File: config.mk
export PLATFORM = sky130hd
export DESIGN_NAME = gpio_port_reg
export DESIGN_NICKNAME = d
export VERILOG_FILES = /design/src/rtl/gpio_port_reg.sv
export SDC_FILE = /design/constraint.sdc
export NUM_CORES = 1
export LEC_CHECK = 0
export CAP_MARGIN = 40
export CORE_MARGIN = 8
export CORE_UTILIZATION = 47
export DETAILED_ROUTE_END_ITERATION = 16
export PLACE_DENSITY_LB_ADDON = 0.08
export SYNTH_ARGS = -nofsm -noshare
export SYNTH_HDL_FRONTEND = slang
export SYNTH_SLANG_ARGS = --single-unit
File: constraint.sdc
create_clock -name sysClk -period 2 [get_ports sysClk]
set_input_delay 0.4 -clock sysClk [delete_from_list [all_inputs] [get_ports sysClk]]
set_output_delay 0.4 -clock sysClk [all_outputs]
set_load 0.03 [all_outputs]
File: src/rtl/gpio_port_reg.sv
// GPIO port register block: CSR-controlled output/direction registers plus a
// synchronized input path with armed rising-edge detect, sticky status and irq.
module gpio_port_reg #(
    parameter int unsigned WIDTH       = 32,
    parameter int unsigned SYNC_STAGES = 2
) (
    input  logic             sysClk,
    input  logic             sysReset_n,
    input  logic             sysCsrStrobe,
    input  logic [2:0]       sysCsrAddr,
    input  logic [31:0]      sysGpioOut,
    output logic [31:0]      sysCsr,
    input  logic [WIDTH-1:0] gpioIn,
    output logic [WIDTH-1:0] gpioOut,
    output logic [WIDTH-1:0] gpioOe,
    output logic             irq
);

    typedef enum logic [2:0] {
        ADDR_OUT     = 3'd0,
        ADDR_SET     = 3'd1,
        ADDR_CLR     = 3'd2,
        ADDR_TGL     = 3'd3,
        ADDR_DIR     = 3'd4,
        ADDR_IN      = 3'd5,
        ADDR_EDGE_EN = 3'd6,
        ADDR_STATUS  = 3'd7
    } csr_addr_t;

    localparam logic [2:0] ARM_MAX = 3'(SYNC_STAGES + 1);

    csr_addr_t        addr;
    logic [WIDTH-1:0] wdata;
    logic [WIDTH-1:0] out_q;
    logic [WIDTH-1:0] dir_q;
    logic [WIDTH-1:0] en_q;
    logic [WIDTH-1:0] status_q;
    logic [WIDTH-1:0] sync_q [SYNC_STAGES];
    logic [WIDTH-1:0] synced;
    logic [WIDTH-1:0] prev_q;
    logic [WIDTH-1:0] rise;
    logic [WIDTH-1:0] w1c;
    logic [2:0]       arm_cnt;
    logic             armed;
    logic             irq_q;

    assign addr   = csr_addr_t'(sysCsrAddr);
    assign wdata  = sysGpioOut[WIDTH-1:0];
    assign synced = sync_q[SYNC_STAGES-1];
    assign armed  = (arm_cnt == ARM_MAX);
    assign rise   = synced & ~prev_q & en_q & {WIDTH{armed}};
    assign w1c    = (sysCsrStrobe && addr == ADDR_STATUS) ? wdata : '0;

    always_ff @(posedge sysClk or negedge sysReset_n) begin
        if (!sysReset_n) begin
            for (int unsigned i = 0; i < SYNC_STAGES; i++) begin
                sync_q[i] <= '0;
            end
            prev_q  <= '0;
            arm_cnt <= '0;
        end else begin
            sync_q[0] <= gpioIn;
            for (int unsigned i = 1; i < SYNC_STAGES; i++) begin
                sync_q[i] <= sync_q[i-1];
            end
            prev_q <= synced;
            if (!armed) begin
                arm_cnt <= arm_cnt + 3'd1;
            end
        end
    end

    always_ff @(posedge sysClk or negedge sysReset_n) begin
        if (!sysReset_n) begin
            out_q <= '0;
            dir_q <= '0;
            en_q  <= '0;
        end else if (sysCsrStrobe) begin
            case (addr)
                ADDR_OUT:     out_q <= wdata;
                ADDR_SET:     out_q <= out_q | wdata;
                ADDR_CLR:     out_q <= out_q & ~wdata;
                ADDR_TGL:     out_q <= out_q ^ wdata;
                ADDR_DIR:     dir_q <= wdata;
                ADDR_EDGE_EN: en_q  <= wdata;
                default:      ;
            endcase
        end
    end

    // Edge set is OR'd in after the W1C mask so a coincident set wins.
    always_ff @(posedge sysClk or negedge sysReset_n) begin
        if (!sysReset_n) begin
            status_q <= '0;
            irq_q    <= 1'b0;
        end else begin
            status_q <= (status_q & ~w1c) | rise;
            irq_q    <= |status_q;
        end
    end

    always_comb begin
        sysCsr = '0;
        case (addr)
            ADDR_OUT, ADDR_SET, ADDR_CLR, ADDR_TGL: sysCsr[WIDTH-1:0] = out_q;
            ADDR_DIR:                               sysCsr[WIDTH-1:0] = dir_q;
            ADDR_IN:                                sysCsr[WIDTH-1:0] = synced;
            ADDR_EDGE_EN:                           sysCsr[WIDTH-1:0] = en_q;
            ADDR_STATUS:                            sysCsr[WIDTH-1:0] = status_q;
            default:                                sysCsr = '0;
        endcase
    end

    assign gpioOut = out_q;
    assign gpioOe  = dir_q;
    assign irq     = irq_q;

endmodule

# Yosys cells after proc, flatten, opt, wreduce, memory -nomap -nowiden

Index checks and enable logic that the tools add are counted.

Register bits: 228
Output and inout bits: 97
Logic and storage cells: 40

Add/sub/neg operators: 1
Equal/unequal tests: 8
Mux-type cells: 3
Bitwise logic cells: 11
Reductions and logical operators: 8

Operator list:

| cell                                                                  | count |
|---|---|
| 32-bit AND                                                            | 5 |
| 32-bit case mux with 5 select lines                                   | 1 |
| 32-bit case mux with 4 select lines                                   | 1 |
| 32-bit inverter                                                       | 3 |
| 32-bit OR                                                             | 2 |
| 32-bit 2-to-1 mux                                                     | 1 |
| 32-bit OR reduction                                                   | 1 |
| 32-bit bitwise XOR                                                    | 1 |
| 3-bit equality test, second input constant                            | 4 |
| 3-bit by 2-bit equality test with 1-bit output, second input constant | 3 |
| 2-bit AND reduction                                                   | 3 |
| 4-bit nonzero test                                                    | 1 |
| 4-bit OR reduction                                                    | 1 |
| 3-bit by 1-bit adder with 3-bit output, second input constant         | 1 |
| 3-bit by 1-bit equality test with 1-bit output, second input constant | 1 |
| 3-bit logical NOT                                                     | 1 |
| 1-bit logical AND                                                     | 1 |

# Longest topological paths before layout

Gate-level depths: netlist (run 1).

Depth in word-level cells: 6
Mapped depth: 6
Mapped depth without buffers: 5

# Worst setup path before layout (run 1)

No wires, ideal clock.

Path type: input to output
Start: input sysCsrAddr[0]
End: output sysCsr[10]
Data arrival time: 1620 ps
Slack: -20 ps
Stages on the path: 6
Buffers on the path: 3
Cell sequence: buf_2 > buf_2 > buf_2 > mux2i_1 > o22a_1 > o21ai_0

Cells in the longest elaborated chain, start to end: 3
Elaborated cells on any way between the ends: 10

Ends and longest elaborated chain:

| element                                                                | line | text |
|---|---|---|
| from (decl)                                                            | 10   | `input logic [2:0] sysCsrAddr,` |
| 3-bit by 1-bit equality test with 1-bit output (tied with other cells) | 104  | `case (addr)` |
| 4-bit OR reduction                                                     | 104  |  |
| 32-bit case mux with 5 select lines (*)                                | 104  |  |
| to (decl)                                                              | 12   | `output logic [31:0] sysCsr,` |

Mark *: on every way between the ends. The rest lies on a longest branch, timed or not.

# Final worst setup path (run 1)

Start: register sync_q (netlist bit synced[0])
End: output sysCsr[0]

Cells in the longest elaborated chain, start to end: 1

Ends and longest elaborated chain:

| element                             | line | text |
|---|---|---|
| from (decl)                         | 38   | `logic [WIDTH-1:0] sync_q [SYNC_STAGES];` |
| from (signal, indexed assignment)   | 64   | `sync_q[i] <= sync_q[i-1];` |
| 32-bit case mux with 5 select lines | 104  |  |

Every way passes these cells.

==> results of run 1 <==
-- state kept, by name (all words and copies together) (netlist names) --
name      flops
arm_cnt       3
en_q         32
gpioOe       32
gpioOut      32
irq           1
prev_q       32
status_q     32
sync_q       32
synced       32
-- Yosys cell counts (all sizes together) --
cell / count
o22a: 32
xnor2: 1
a21oi: 30
mux2: 33
nor2b: 32
o21ai: 65
nor2: 63
nand2: 66
nand4: 2
buf: 25
or2: 1
nor3b: 1
nand3b: 1
ha: 66
a32o: 32
a221o: 32
inv: 65
and4: 1
dfrtp: 228
nand4b: 1
nor4: 8
clkbuf: 31
mux2i: 98
nand2b: 2
-- logic make-up (layout without fill, tap and decap cells) --
| group | Yosys count | in the layout | share of synthesized area, % |
|---|---|---|---|
| buffers and inverters | 121 | 364 | 4.657 |
| adders and majority gates | 66 | 66 | 7.801 |
| muxes | 131 | 131 | 12.78 |
| AOI/OAI and AO/OA | 191 | 191 | 13.19 |
| xor gates and xnor gates | 1 | 1 | 0.08276 |
| and+or+nand+nor | 178 | 178 | 7.589 |
| DFF | 228 | 228 | 53.90 |
-- worst reg2reg max path, stage by stage (launching register included) --
cell     delay (ns)
dfrtp_1        0.38
buf_4          0.14
nor4_1         0.45
nand4_1        0.25
or2_2          0.33
-- cell type report --
cell class	count	area (µm²)
flip-flops and latches	228	5705
inverters	65	244.0
clock buffers	41	808.3
fillers	1808	8209
multi-input cells	567	4437
well taps	285	356.6
repair buffers	251	2492
clock inverters	7	112.6
-- worst paths after layout --
| path | slack, ns | cells after the start | end | start |
|---|---|---|---|---|
| hold / removal | 0.32 | 1 | sync_q[55] | gpioIn[23] |
| max in group asynchronous | 0.96 | 3 | gpioOut[3] | sysReset_n |
| hold reg to reg | 0.34 | 0 | synced[21] | sync_q[53] |
| setup / recovery | 0.05 | 5 | sysCsr[0] | synced[0] |
| min in group asynchronous | 0.41 | 2 | gpioOe[4] | sysReset_n |
| setup reg to reg | 0.33 | 4 | irq | status_q[23] |
-- power by group through the flow --
stage	registers (mW)	clock network (mW)	logic, mW
finish	5.90	5.00	3.64
global route	6.01	5.32	3.95
CTS	5.92	5.12	3.63
detailed placement	6.00	0	3.72
global placement	5.98	0	3.66
floorplan	6.36	0	1.64
-- what timing repair did --
action / CTS / global route
hold endpoints to repair: 46 / 0
pin swaps: 0 / 2
buffers inserted: 1 / 8
hold buffers: 1 / 0
cloned: 2 / 0
gates resized for setup: 64 / 13
setup endpoints to repair: 84 / 22
-- per-stage QoR --
step	cell area, µm²	cells
floorplan	10590	916
global placement	13090	1384
detailed placement	13090	1384
CTS	14070	1436
global route	14160	1444
finish	14160	1444
-- per-layer routing --
metal	track usage [%]	up-vias
met5	0	-
met2	35.60	210
met3	3.565	46
met1	27.06	3861
met4	5.178	0
li1	-	3675
==> results.md, run 1 <==
- Residual DRC count: 0
- Crit path largest cell delay: 0.39 ns
- Peak Freq: 512.5 MHz
- Number of detailed-route iterations in the first pass: 8
- Full die area: 0.02758 mm²
- Clock root buffer: clkbuf_16
- Clock Tree Buf Depth: 3
- Final period util: about 100%
- Pwr dens: just over 1000 mW/mm²
- CTS tree: done
- Met2 Routed Length: about 14000 µm
- Metal-1 WL: roughly 13000 µm
- Leakage: roughly 6.8 nW
- Synth top area cells: dfrtp_1, mux2i_1, ha_1
- Hold Fails Final Rpt: 0
- Comb pwr share: around a quarter
- Total power draw: 14.54 mW
- Status: complete, no violations
- Boundary Pins: ~170
- Avg WL per Cell: about 20 µm
- TNS Setup: 0 ns
- Layout cells sized above 1: roughly 18%
- Ys Warns: 0
- Tmin final: around 2 ns
- First-pass GRT wire length: approximately 47000 µm
- Clock power share: about a third
- Clock Latency Late Sink: ~0.52 ns
- Initial antenna violation count: 0
- Core area: roughly 0.022 mm²
- Placer Congestion: about 0.77
- Top cell type's share of synthesized area: around 54%
- Startpoint Class: register
- Netlist Area Pre-Place: 0.01059 mm²
- Max VDD drop: just over 0.7 mV
- Max-slew violation count: 0
- First DRT Iteration DRCs: roughly 470
- Area Overhead vs Synth: 33.74%
- CP max FO: 3
- Clock transition at path regs: around 0.06 ns
- Crit path max-delay family: flip-flops
- Util after Layout: a little over three fifths
- Internal power: roughly 10 mW
- Wire length on met3: 1385 µm
- Slew @ Worst Pin: a little under 0.5 ns
- Hold WS: 0.3176 ns
- DP Wirelength: a little under 20000 µm
- Setup Skew: ~0.016 ns
- Port Buffers: ~170
- Post-route ant nets: 0
- DR vias: slightly below 8000
- Global-route usage over all layers: 20.82%
- Placement Setup Slack: -0.2322 ns
- Vias in the first global route: between 8000 and 9000
- Die height: 166.1 µm
- Critical path type: register to output port
- CP bufs+invs: 2
- Pin count of the biggest net entering global routing: between 60 and 70
- Final nets: ~1300
- Vias/cell: around 5.4
- Sequential share of power: between 40% and 50%
- Crit end category: output port
- Cells after Synth: 916
- Slowest cell on crit path: dfrtp_1
- Switching Share: a little under a third
- Register area share after synthesis: 53.90%
- Initial core utilization: between 40% and 50%
- Most frequent cells in the layout: dfrtp_1, mux2i_1, buf_4, clkdlybuf4s50_1
- Max Cap Viol: 0
- Hold Crit Class: primary input to register
- Total wire length: ~29000 µm
- Synth area leader: dfrtp_1
- Synthesized area per cell: around 12 µm²
- Synthesized flop and latch total: 228
- RSZ-0062 raised after global routing: true
- WP data required: roughly 1.6 ns
- Slew margin rel.: 67.38%
- Post-synth cell types: 27
- FP Rows: 55
- Crit-path cells: mux2i_1 > buf_4 > o22a_1 > o21ai_2 > buf_12
- Chip Width: ~170 µm
- Switching pwr: 4.461 mW
- N_diodes: 0
- CTS buffer count: 26
- Syn_nets: approximately 1100
- CTS sink cnt: roughly 230
- Final WS setup: 0.04890 ns
- Final setup viols: 0
- CTS H-tree depth: 1
- WP data arrival: ~1.6 ns
- Max layer used: met4
- Grt total ovfl: 0
- Most common cell after layout, fill and taps aside: dfrtp_1
No activity file was read; power rests on OpenSTA's default activity.
==> run 2: changes to the inputs <==
- CORE_UTILIZATION: 47 -> 54
- SETUP_SLACK_MARGIN: unset -> 0.3
==> results.md, run 2 (synthesized netlist as in run 1, its figures left out) <==
- Number of detailed-route iterations in the first pass: 5 (-3)
- Final setup viols: 0 (unchanged)
- Full die area: 0.02434 mm² (-12%)
- Crit path largest cell delay: 0.39 ns (about the same)
- Grt total ovfl: 0 (unchanged)
- Avg WL per Cell: 20.15 µm (+1.1%)
- Final WS setup: 0.07333 ns (+0.02443 ns)
- Slowest cell on crit path: dfrtp_1
- Setup Skew: 0.009723 ns (-0.006359 ns)
- Clock Latency Late Sink: 0.51 ns (about the same)
- Die height: 156.0 µm (-6.1%)
- Startpoint Class: register
- Chip Width: 156.0 µm (-6.1%)
- DP Wirelength: 19430 µm (about the same)
- Leakage: 6.976 nW (+2.9%)
- Initial antenna violation count: 1 (+1)
- Crit path max-delay family: flip-flops
- Hold Fails Final Rpt: 0 (unchanged)
- Pwr dens: 978.0 mW/mm² (-4.8%)
- Post-route ant nets: 0 (unchanged)
- CP bufs+invs: 1 (-1)
- Clock transition at path regs: 0.06 ns (about the same)
- DR vias: 8309 (+6.6%)
- CTS tree: done
- Final nets: 1361 (+6.7%)
- Util after Layout: 76.69% (+13 points)
- Port Buffers: 166 (unchanged)
- TNS Setup: 0 ns (unchanged)
- WP data arrival: 1.53 ns (-0.02 ns)
- Clock root buffer: clkbuf_16
- Tmin final: 1.927 ns (-0.02443 ns)
- Total wire length: 30260 µm (+5.1%)
- GRT busiest layer: met2
- Critical path type: register to output port
- Fillers: 1322 (-27%)
- Layout cells sized above 1: 30.42% (+13 points)
- M3 GR Usage: 5.291% (+1.7 points)
- Hold Crit Class: primary input to register
- First DRT Iteration DRCs: 427 (-8.4%)
- Final period util: 96.33% (-1.2 points)
- Crit end category: output port
- Initial core utilization: 54.75% (+7.4 points)
- Hold_sp: gpioIn[14]
- Placement Setup Slack: -0.2235 ns (+0.008671 ns)
- Vias/cell: 5.532 (+2.5%)
- Min-Delay Endpoint: sync_q[46]
- Crit-path cells: mux2i_2 > o22a_1 > o21ai_2 > buf_12
- Max Cap Viol: 0 (unchanged)
- Area Overhead vs Synth: 40.08%
- Worst Reg-to-Reg Cells: 5 (+1)
- Global-route usage over all layers: 25.13% (+4.3 points)
- FF-to-FF Start: status_q[7]
- First-pass GRT wire length: 48130 µm (+3.4%)
- FP Rows: 51 (-7.3%)
- Most common cell after layout, fill and taps aside: dfrtp_1
- Met1 usage: 32.10% (+5.0 points)
- Core area: 0.01933 mm² (-14%)
- GR Util met2: 41.78% (+6.2 points)
- Slew margin rel.: 63.16% (-4.2 points)
- Max VDD drop: 0.6203 mV (-14%)
- Max-slew violation count: 0 (unchanged)
- Pin count of the biggest net entering global routing: 64 (-1.5%)
- Residual DRC count: 0 (unchanged)
- Peak Freq: 519.0 MHz (+1.3%)
- Boundary Pins: 167 (unchanged)
- RSZ-0062 raised after global routing: true
- CTS H-tree depth: 1 (unchanged)
- Vias in the first global route: 8857 (+5.7%)
- CTS buffer count: 25 (-3.8%)
- Placer Congestion: 0.8122 (+5.8%)
- Hold WS: 0.3194 ns (+0.001822 ns)
- Most frequent cells in the layout: dfrtp_1, buf_4, mux2i_1
- Total power draw: 14.50 mW (-0.24%)
- Hold depth: 1 (unchanged)
- CTS sink cnt: 228 (unchanged)
- RR Endpoint: irq
- Reg2Reg Setup Slack: 0.46 ns (+0.13 ns)
- Slew @ Worst Pin: 0.5526 ns (+0.06787 ns)
- Clock Tree Buf Depth: 3 (unchanged)
- WP data required: 1.60 ns (about the same)
- Status: complete, no violations
- CP max FO: 2 (-1)
[run 2: cell types whose count changed in the layout (fill, tap and decap cells not counted), sizes merged]
cell,delta
buf,+101
bufinv,-3
diode,+1
dlygate4sd2,-53
bufbuf,-1
clkinv,+1
clkdlybuf4s15,+39
clkbuf,+7
clkdlybuf4s50,-1
clkinvlp,-1
dlymetal6s2s,-12
[run 2: report_power, final]
part           internal (mW)  total, mW  switching, mW  leakage (nW)
combinational           2.16       4.51           2.36          3.93
sequential              5.31       5.83          0.517          2.69
clock                   2.41       4.16           1.76         0.358
[run 2: area by class of cell]
cell class,instances,area [µm²],area share [%]
clock buffers,34,699.4,4.717
multi-input cells,567,4579,30.88
flip-flops and latches,228,5705,38.48
well taps,265,331.6,2.236
inverters,65,244.0,1.645
clock inverters,4,20.02,0.1350
repair buffers,338,3246,21.89
diodes,1,2.502,0.01688
[run 2: how the worst max path moves through the flow]
stage	start	end	cells after the start
after floorplan	sysCsrAddr[0]	sysCsr[11]	6
after global placement	sysCsrAddr[1]	sysCsr[1]	6
after detailed placement	sysCsrAddr[1]	sysCsr[1]	6
after CTS	en_q[1]	sysCsr[1]	4
after global routing	en_q[1]	sysCsr[1]	4
final	en_q[15]	sysCsr[15]	4
[run 2: what timing repair did]
item                                   4_1_cts  5_1_grt
gates cloned                                 2        0
hold buffers                                 1        0
buffers inserted                            84        8
setup endpoints to repair                   97       54
endpoints found under the hold margin       55        0
gates resized for setup                    233       29
pin swaps                                   30        3
[run 2: stage by stage]
| step | cells | instance area (µm²) |
|---|---|---|
| detailed placement | 1368 | 13240 |
| CTS | 1493 | 14840 |
| global route | 1502 | 14830 |
| global placement | 1368 | 13240 |
| floorplan | 916 | 10790 |
| finish | 1502 | 14830 |
[run 2: metal layers]
layer	vias to the layer above	part of all wire, %	wire [µm]
met2	255	48	14630
met3	69	6.3	1918
met4	0	3.3	1013
li1	3842	-	-
met5	-	0	0
met1	4143	42	12690
==> run 3: changes to the inputs <==
- CELL_PAD_IN_SITES_DETAIL_PLACEMENT: unset -> 0
- CELL_PAD_IN_SITES_GLOBAL_PLACEMENT: unset -> 1
- CORE_UTILIZATION: 54 -> 43
==> results.md, run 3 (synthesized netlist as in run 1, its figures left out) <==
- Hold_sp: gpioIn[20]
- Vias/cell: 5.137 (-7.1%)
- Clock transition at path regs: 0.06 ns (about the same)
- Vias in the first global route: 8647 (-2.4%)
- Final nets: 1369 (+0.59%)
- Status: complete, no violations
- Wire length on met3: 1364 µm (-29%)
- Clock root buffer: clkbuf_16
- Crit-path cells: mux2i_1 > o22a_1 > o21ai_2 > buf_6
- Port Buffers: 166 (unchanged)
- Die height: 172.9 µm (+11%)
- Area Overhead vs Synth: 42.17%
- Initial core utilization: 43.65% (-11 points)
- RSZ-0062 raised after global routing: true
- DP Wirelength: 19640 µm (+1.1%)
- Clock Latency Late Sink: 0.52 ns (about the same)
- Startpoint Class: register
- Max-slew violation count: 0 (unchanged)
- CTS tree: done
- Final period util: 94.22% (-2.1 points)
- Residual DRC count: 0 (unchanged)
- Reg2Reg Setup Slack: 0.42 ns (-0.04 ns)
- Max Cap Viol: 0 (unchanged)
- Min-Delay Endpoint: sync_q[52]
- Tmin final: 1.884 ns (-0.04231 ns)
- FP Rows: 57 (+12%)
- WP data arrival: 1.48 ns (-0.05 ns)
- Number of detailed-route iterations in the first pass: 5 (unchanged)
- First DRT Iteration DRCs: 420 (-1.6%)
- Full die area: 0.02989 mm² (+23%)
- Hold Fails Final Rpt: 0 (unchanged)
- Most frequent cells in the layout: dfrtp_1, buf_4, mux2i_1
- Placer Congestion: 0.7506 (-7.6%)
- Total power draw: 14.72 mW (+1.5%)
- Pin count of the biggest net entering global routing: 65 (+1.6%)
- Leakage: 7.083 nW (+1.5%)
- Setup Skew: 0.007803 ns (-0.001920 ns)
- Clock Tree Buf Depth: 3 (unchanged)
- RR Endpoint: irq
- CTS H-tree depth: 1 (unchanged)
- Hold Crit Class: primary input to register
- Cells after DPL: 1429 (+4.5%)
- CP max FO: 3 (+1)
- Final setup viols: 0 (unchanged)
- WP data required: 1.60 ns (about the same)
- Core area: 0.02425 mm² (+25%)
- Boundary Pins: 167 (unchanged)
- Crit end category: output port
- First-pass GRT wire length: 49360 µm (+2.5%)
- Met2 Routed Length: 14920 µm (+2.0%)
- N_diodes: 0 (-1)
- Avg WL per Cell: 19.45 µm (-3.5%)
- Initial antenna violation count: 0 (-1)
- Cell Area, Placed: 0.01333 mm² (+0.63%)
- Total wire length: 30650 µm (+1.3%)
- Util after Layout: 62.06% (-15 points)
- Non-filler cells, final: 1576 (+4.9%)
- Most common cell after layout, fill and taps aside: dfrtp_1
- Hold depth: 1 (unchanged)
- Design Area, Final: 0.01505 mm² (+1.5%)
- Chip Width: 172.9 µm (+11%)
- Global-route usage over all layers: 20.42% (-4.7 points)
- Post-route ant nets: 0 (unchanged)
- Slew margin rel.: 59.90% (-3.3 points)
- CTS sink cnt: 228 (unchanged)
- Metal-1 WL: 13790 µm (+8.6%)
- Slowest cell on crit path: dfrtp_1
- CTS buffer count: 26 (+4.0%)
- Peak Freq: 530.7 MHz (+2.2%)
- FF-to-FF Start: status_q[25]
- Pwr dens: 977.8 mW/mm² (about the same)
- Slew @ Worst Pin: 0.6000 ns (+0.04741 ns)
- Critical path type: register to output port
- Layout cells sized above 1: 31.39% (+0.97 points)
- Crit path largest cell delay: 0.39 ns (about the same)
- Max layer used: met4
- Max VDD drop: 0.6175 mV (-0.45%)
- Worst Reg-to-Reg Cells: 5 (unchanged)
- DR vias: 8096 (-2.6%)
- Grt total ovfl: 0 (unchanged)
==> run 3: final cells by class <==
cell class              count  area [µm²]
fillers                  2035        9199
clock inverters            12       62.56
repair buffers            345        3318
well taps                 324       405.4
clock buffers              35       725.7
multi-input cells         567        4587
flip-flops and latches    228        5707
inverters                  65       244.0
==> run 3: critical path, delay by kind of cell, from the launching register on <==
family                 cells  cell delay (ns)
AO/OA/AOI/OAI              2             0.24
buffers and inverters      1             0.14
flip-flops                 1             0.39
multiplexers               1             0.19
==> run 3: power breakdown <==
part	switching [mW]	internal, mW	total (mW)
logic	2.31	2.16	4.47
registers	0.518	5.31	5.83
clock network	1.88	2.54	4.42
total	4.71	10.0	14.7
==> run 3: metrics by stage <==
stage               setup TNS (ns)  hold WS [ns]  setup slack (ns)
finish                           0        0.3134            0.1156
global route                     0        0.2938           0.03308
CTS                              0        0.2919           0.09178
detailed placement          -6.812        0.3347           -0.1875
global placement            -12.81        0.3319           -0.1814
floorplan                        0        0.1044            0.3038
==> run 3: metal layers <==
| metal | vias to the layer above | global-route usage (%) |
|---|---|---|
| li1 | 3874 | - |
| met1 | 4016 | 26.55 |
| met2 | 165 | 34.66 |
| met3 | 41 | 4.030 |
| met4 | 0 | 4.815 |
| met5 | - | 0 |
==> run 3: worst max-delay path by stage <==
stage | start | to | depth (start not counted)
2_1_floorplan | sysCsrAddr[0] | sysCsr[11] | 6
3_3_place_gp | sysCsrAddr[1] | sysCsr[15] | 6
3_5_place_dp | sysCsrAddr[1] | sysCsr[15] | 6
4_1_cts | status_q[24] | sysCsr[24] | 4
5_1_grt | en_q[15] | sysCsr[15] | 4
6_report | en_q[25] | sysCsr[25] | 4
==> run 3: what timing repair did <==
action	4_1_cts	5_1_grt
cloned	3	2
gates resized for setup	251	52
setup endpoints to repair	97	62
setup buffers	79	15
hold endpoints to repair	53	0
pin swaps	28	8
hold buffers	1	0
